===== src/rtl/gate_unit_arbiter.sv =====
// Round-robin arbiter sharing one registered 8-output gate unit among NUM_REQ requesters.
// Latency: acceptance edge E0, gate unit registers at E1, resp_valid rises after E2; one op in flight.
// Backpressure: req_ready only in IDLE; the FSM stalls in RESP until resp_ready, holding the response.
module gate_unit_arbiter #(
   parameter int NUM_REQ = 4,
   parameter int ID_W    = $clog2(NUM_REQ),
   parameter int CNT_W   = 16
) (
   input  logic                 clk,
   input  logic                 rst_n,
   input  logic [NUM_REQ-1:0]   req_valid,
   output logic [NUM_REQ-1:0]   req_ready,
   input  logic [3*NUM_REQ-1:0] req_op,
   input  logic [NUM_REQ-1:0]   req_a,
   input  logic [NUM_REQ-1:0]   req_b,
   output logic                 gu_a,
   output logic                 gu_b,
   input  logic [7:0]           gu_res,
   output logic                 resp_valid,
   input  logic                 resp_ready,
   output logic [ID_W-1:0]      resp_id,
   output logic                 resp_data,
   output logic                 busy,
   output logic [CNT_W-1:0]     op_count
);

   localparam logic [1:0] S_IDLE   = 2'd0;
   localparam logic [1:0] S_ISSUE  = 2'd1;
   localparam logic [1:0] S_SAMPLE = 2'd2;
   localparam logic [1:0] S_RESP   = 2'd3;

   logic [1:0]       state_q,      state_d;
   logic [ID_W-1:0]  rr_ptr_q,     rr_ptr_d;
   logic [2:0]       op_q,         op_d;
   logic             gu_a_q,       gu_a_d;
   logic             gu_b_q,       gu_b_d;
   logic [ID_W-1:0]  resp_id_q,    resp_id_d;
   logic             resp_data_q,  resp_data_d;
   logic             resp_valid_q, resp_valid_d;
   logic [CNT_W-1:0] op_count_q,   op_count_d;

   logic             win_vld;
   logic [ID_W-1:0]  win_idx;
   logic [ID_W-1:0]  win_nxt;
   logic [ID_W:0]    scan_idx;

   // Winner search starting at rr_ptr; scanning downward lets the nearest candidate overwrite farther ones.
   always_comb begin
      win_vld  = 1'b0;
      win_idx  = '0;
      scan_idx = '0;
      for (int k = NUM_REQ - 1; k >= 0; k--) begin
         scan_idx = {1'b0, rr_ptr_q} + (ID_W+1)'(k);
         if (scan_idx >= (ID_W+1)'(NUM_REQ)) begin
            scan_idx = scan_idx - (ID_W+1)'(NUM_REQ);
         end
         if (req_valid[scan_idx[ID_W-1:0]]) begin
            win_vld = 1'b1;
            win_idx = scan_idx[ID_W-1:0];
         end
      end
   end

   // Pointer after the winner, wrapping at NUM_REQ-1; ready is one-hot only in IDLE and never during reset.
   always_comb begin
      win_nxt   = (win_idx == ID_W'(NUM_REQ - 1)) ? '0 : win_idx + 1'b1;
      req_ready = '0;
      if (rst_n && state_q == S_IDLE && win_vld) begin
         req_ready = NUM_REQ'(1) << win_idx;
      end
   end

   // FSM next state: capture the winner, let the gate unit register, select its result, then hand off.
   always_comb begin
      state_d      = state_q;
      rr_ptr_d     = rr_ptr_q;
      op_d         = op_q;
      gu_a_d       = gu_a_q;
      gu_b_d       = gu_b_q;
      resp_id_d    = resp_id_q;
      resp_data_d  = resp_data_q;
      resp_valid_d = resp_valid_q;
      op_count_d   = op_count_q;
      case (state_q)
         S_IDLE: begin
            if (win_vld) begin
               gu_a_d    = req_a[win_idx];
               gu_b_d    = req_b[win_idx];
               op_d      = req_op[3*int'(win_idx) +: 3];
               resp_id_d = win_idx;
               rr_ptr_d  = win_nxt;
               state_d   = S_ISSUE;
            end
         end
         S_ISSUE: begin
            state_d = S_SAMPLE;
         end
         S_SAMPLE: begin
            resp_data_d  = gu_res[op_q];
            resp_valid_d = 1'b1;
            state_d      = S_RESP;
         end
         default: begin
            if (resp_ready) begin
               resp_valid_d = 1'b0;
               if (op_count_q != '1) begin
                  op_count_d = op_count_q + 1'b1;
               end
               state_d = S_IDLE;
            end
         end
      endcase
   end

   // State registers; reset abandons any in-flight op and clears every output.
   always_ff @(posedge clk or negedge rst_n) begin
      if (!rst_n) begin
         state_q      <= S_IDLE;
         rr_ptr_q     <= '0;
         op_q         <= '0;
         gu_a_q       <= 1'b0;
         gu_b_q       <= 1'b0;
         resp_id_q    <= '0;
         resp_data_q  <= 1'b0;
         resp_valid_q <= 1'b0;
         op_count_q   <= '0;
      end else begin
         state_q      <= state_d;
         rr_ptr_q     <= rr_ptr_d;
         op_q         <= op_d;
         gu_a_q       <= gu_a_d;
         gu_b_q       <= gu_b_d;
         resp_id_q    <= resp_id_d;
         resp_data_q  <= resp_data_d;
         resp_valid_q <= resp_valid_d;
         op_count_q   <= op_count_d;
      end
   end

   assign gu_a       = gu_a_q;
   assign gu_b       = gu_b_q;
   assign resp_id    = resp_id_q;
   assign resp_data  = resp_data_q;
   assign resp_valid = resp_valid_q;
   assign op_count   = op_count_q;
   assign busy       = (state_q != S_IDLE);

endmodule


===== config.mk =====
export PLATFORM = sky130hd
export DESIGN_NAME = gate_unit_arbiter
export DESIGN_NICKNAME = d
export VERILOG_FILES = /design/src/rtl/gate_unit_arbiter.sv
export SDC_FILE = /design/constraint.sdc
export NUM_CORES = 1
export LEC_CHECK = 0
export CAP_MARGIN = 10
export CORE_ASPECT_RATIO = 0.75
export CORE_UTILIZATION = 46
export CTS_CLUSTER_SIZE = 24
export DETAILED_ROUTE_END_ITERATION = 12
export PLACE_DENSITY = 0.94
export SLEW_MARGIN = 20
export SYNTH_ARGS = -nofsm -noshare
export SYNTH_HDL_FRONTEND = slang
export SYNTH_SLANG_ARGS = --single-unit

===== constraint.sdc =====
create_clock -name clk -period 5.4 [get_ports clk]
set_input_delay 1.35 -clock clk [delete_from_list [all_inputs] [get_ports clk]]
set_output_delay 1.35 -clock clk [all_outputs]
set_load 0.005 [all_outputs]

==> results of run 1 <==
[final cells by class]
class	instances	area (um^2)
repair buffers	64	633
multi-input cells	125	917
fillers	242	926
clock inverters	1	5.00
flip-flops and latches	29	726
well taps	50	62.6
clock buffers	7	96.3
inverters	6	35.0
[synth_stat cells]
| cell | n | area [um^2] |
|---|---|---|
| mux2i_1 | 7 | 70.1 |
| a2111oi_2 | 5 | 75.1 |
| ha_1 | 6 | 75.1 |
| nor4_1 | 1 | 6.26 |
| mux2_2 | 2 | 22.5 |
| a21oi_1 | 6 | 30.0 |
| nand4_1 | 3 | 18.8 |
| nor3_1 | 5 | 25.0 |
| a21boi_0 | 3 | 22.5 |
| clkbuf_1 | 1 | 3.75 |
| and3_1 | 4 | 25.0 |
| a2bb2oi_2 | 1 | 15.0 |
| a211oi_1 | 5 | 37.5 |
| and2_1 | 1 | 6.26 |
| xnor2_1 | 11 | 96.3 |
| nand2_8 | 1 | 20.0 |
| o21ai_0 | 4 | 20.0 |
| a21o_1 | 3 | 22.5 |
| nand2_1 | 18 | 67.6 |
| mux4_2 | 2 | 45.0 |
| a31oi_1 | 3 | 18.8 |
| clkinv_8 | 1 | 16.3 |
| buf_2 | 2 | 10.0 |
| a22o_1 | 1 | 8.76 |
| nor3b_1 | 3 | 22.5 |
| nand3_1 | 8 | 40.0 |
| and4_1 | 1 | 8.76 |
| nand3b_1 | 1 | 7.51 |
| a21boi_1 | 2 | 15.0 |
| dfrtp_1 | 29 | 726 |
| inv_1 | 5 | 18.8 |
| nor2_1 | 13 | 48.8 |
| xor2_1 | 2 | 17.5 |
| nand2b_1 | 2 | 12.5 |
| a21oi_4 | 1 | 16.3 |
[cell usage in the layout, fill, tap and decap left out, types with 2 or more instances in the layout]
cell,n
clkdlybuf4s50_1,61
dfrtp_1,29
nand2_1,18
nor2_1,13
xnor2_1,11
nand3_1,8
mux2i_1,7
clkbuf_8,7
a21oi_1,6
ha_1,6
inv_1,5
nor3_1,5
a2111oi_2,5
a211oi_1,5
and3_1,4
o21ai_0,4
a21o_1,3
nor3b_1,3
nand4_1,3
a31oi_1,3
a21boi_0,3
buf_4,3
xor2_1,2
mux2_2,2
nand2b_1,2
a21boi_1,2
mux4_2,2
[state kept, by name, indices dropped and copies added (netlist names)]
signal,count
gu_a,1
gu_b,1
op_count,16
op_q,3
resp_data,1
resp_id,2
resp_valid,1
rr_ptr_q,2
state_q,2
[routing by layer]
metal	GRT usage [%]	routed length, um	part of all wire (%)	vias to the layer above
li1	-	-	-	727
met1	30.9	1920	46	751
met2	43.6	2060	49	51
met3	6.26	177	4.2	7
met4	8.17	57	1.4	0
met5	0	0	0	-
[final timing paths]
kind	end
worst min-delay path	resp_id[1]
worst min register to register	resp_id[1]
min in group asynchronous	op_count[14]
max in group asynchronous	resp_data
worst max register to register	gu_a
worst max-delay path	req_ready[3]
[stage by stage]
stage	util, %	setup WS (ns)	power, uW
final	72.8	0.645	1010
after global routing	72.8	0.563	1080
after CTS	72.8	0.672	1010
after detailed placement	69.8	0.679	805
after global placement	69.8	0.727	786
after floorplan	-	1.75	615
[power breakdown]
group          leakage, uW  switching, uW  internal (uW)  total [uW]
Sequential        0.000364           68.2            286         354
Clock            0.0000542           82.7            115         198
Combinational     0.000604            217            238         456
[kinds of logic (layout without fill, tap and decap cells)]
logic type,count (synthesis),count (layout),synth area share [%]
compound gates,34,34,16.6
xor+xnor,13,13,6.73
fa+ha+maj,6,6,4.44
buf+inv,9,78,2.88
flops,29,29,42.9
mux,11,11,8.14
simple gates,61,61,18.3
==> impl_metrics.yaml, run 1 <==
timing:
  fin_skew_ns: 0.00652
  rsz0062_at_grt: "no"
  setup_tns_ns: 0
  drv_slew: 0
  worst_pin_slew_ns: 0.560
  setup_viol_count_final: 0
  fin_crit_sh_pct: 88.1
  holdWs_ns: 0.493
  max_freq_mhz: 210
  final-hold-violation-count: 0
  relSlewSlack_pct: 62.6
  post-route-min-period_ns: 4.76
worst_setup_path:
  reg2reg_depth: 7
  path_class: "in2out"
  cp.arrival_ns: 3.41
  worstSetupEndpointType: "output pin"
  critPathMaxStageDelay_ns: 0.57
  cp.buffers_inverters: 2
  crit_top_cell: "clkdlybuf4s50_1"
  critical_path.max_fanout: 10
  worstSetupStartpoint: "req_valid[2]"
  crit_chain: "clkdlybuf4s50_1, nand3b_1, a2bb2oi_2, ha_1, and3_1, clkdlybuf4s50_1"
  reg2reg_from: "state_q[0]"
  cp_num_cells: 6
  start_kind: "primary input"
  cp_data_required_time_ns: 4.05
  cp_top_family: "buffers and inverters"
  r2r_setup_slack_ns: 3.44
  critPathSlowestCell: "clkdlybuf4s50_1"
detailed_routing:
  drc_errors: 0
  via_count: 1536
  ant_nets: 0
  drt_iter0_markers: 117
  viasPerCell: 5.45
  wl_per_cell_um: 14.9
  drt_first_pass_iters: 4
  postRouteWirelength_mm: 4.21
logic_synthesis:
  syn_nets: 204
  synth_warnings: 0
  ys_seq_elements: 29
  yosysUniqueCellTypes: 35
  synth_area_mm2: 0.00169
  synthCells: 163
  seq_area_frac_synth_pct: 42.9
  avgSynthCellArea_um2: 10.4
hold_path:
  min-delay-start: "resp_id[1]"
  holdPathStages: 1
  hp-class: "reg2reg"
power_and_ir_drop:
  cellPowerDensity_mw_per_mm2: 407
  peakVddDrop_uv: 261
  power_leakage_uw: 0.00102
die:
  start_util_pct: 49.7
  std_cell_rows: 18
  pin_count: 62
  die_x_um: 72.0
  die_h_um: 54.5
  fp.dieArea_mm2: 0.00393
  core_region_area_mm2: 0.00340
clock_network:
  root_buffer: "clkbuf_8"
  insertion_delay_ns: 0.28
  cts_tree: "built"
  htreeDepth: 2
  cts_buffer_depth: 2
  cts.clk_slew.worst_paths_ns: 0.06
  cts_sinks: 29
  cts_hold_buf: 0
  cts-buffers-inserted: 5
  post-cts-setup-buffers: 0
  ctsResizeCount: 0
cells_and_area:
  antenna_cells: 0
  syn2layout_area_growth_pct: 46.3
  fin_cells: 282
  finalInstanceArea_mm2: 0.00247
  drive_gt1_share_pct: 10.3
  fin_nets: 272
place:
  hpwl_mm: 3.34
  gp_congestion: 0.874
  port_buffers: 61
  dp_cells: 274
  dpl_cell_area_mm2: 0.00237
grt:
  grt_pass1_wl_mm: 7.02
  grt_pass1_vias: 1471
  overflow: 0
  antenna_found_initial: 0
  grt.total_usage_pct: 24.9
  grt_start_max_net_pins: 17
flow_run:
  max_cap_viol_count: 0
run_status:
  outcome: "completed"
Power figures use the tool's default switching activity.
==> inputs of run 2 (changes only) <==
--- a/config.mk
+++ b/config.mk
@@ -8,7 +8,7 @@
 export CAP_MARGIN = 10
 export CORE_ASPECT_RATIO = 0.75
 export CORE_UTILIZATION = 46
-export CTS_CLUSTER_SIZE = 24
+export CTS_CLUSTER_SIZE = 28
 export DETAILED_ROUTE_END_ITERATION = 12
 export PLACE_DENSITY = 0.94
 export SLEW_MARGIN = 20
==> results of run 2 <==
No change in the layout: final DEF, timing and power equal those of run 1.
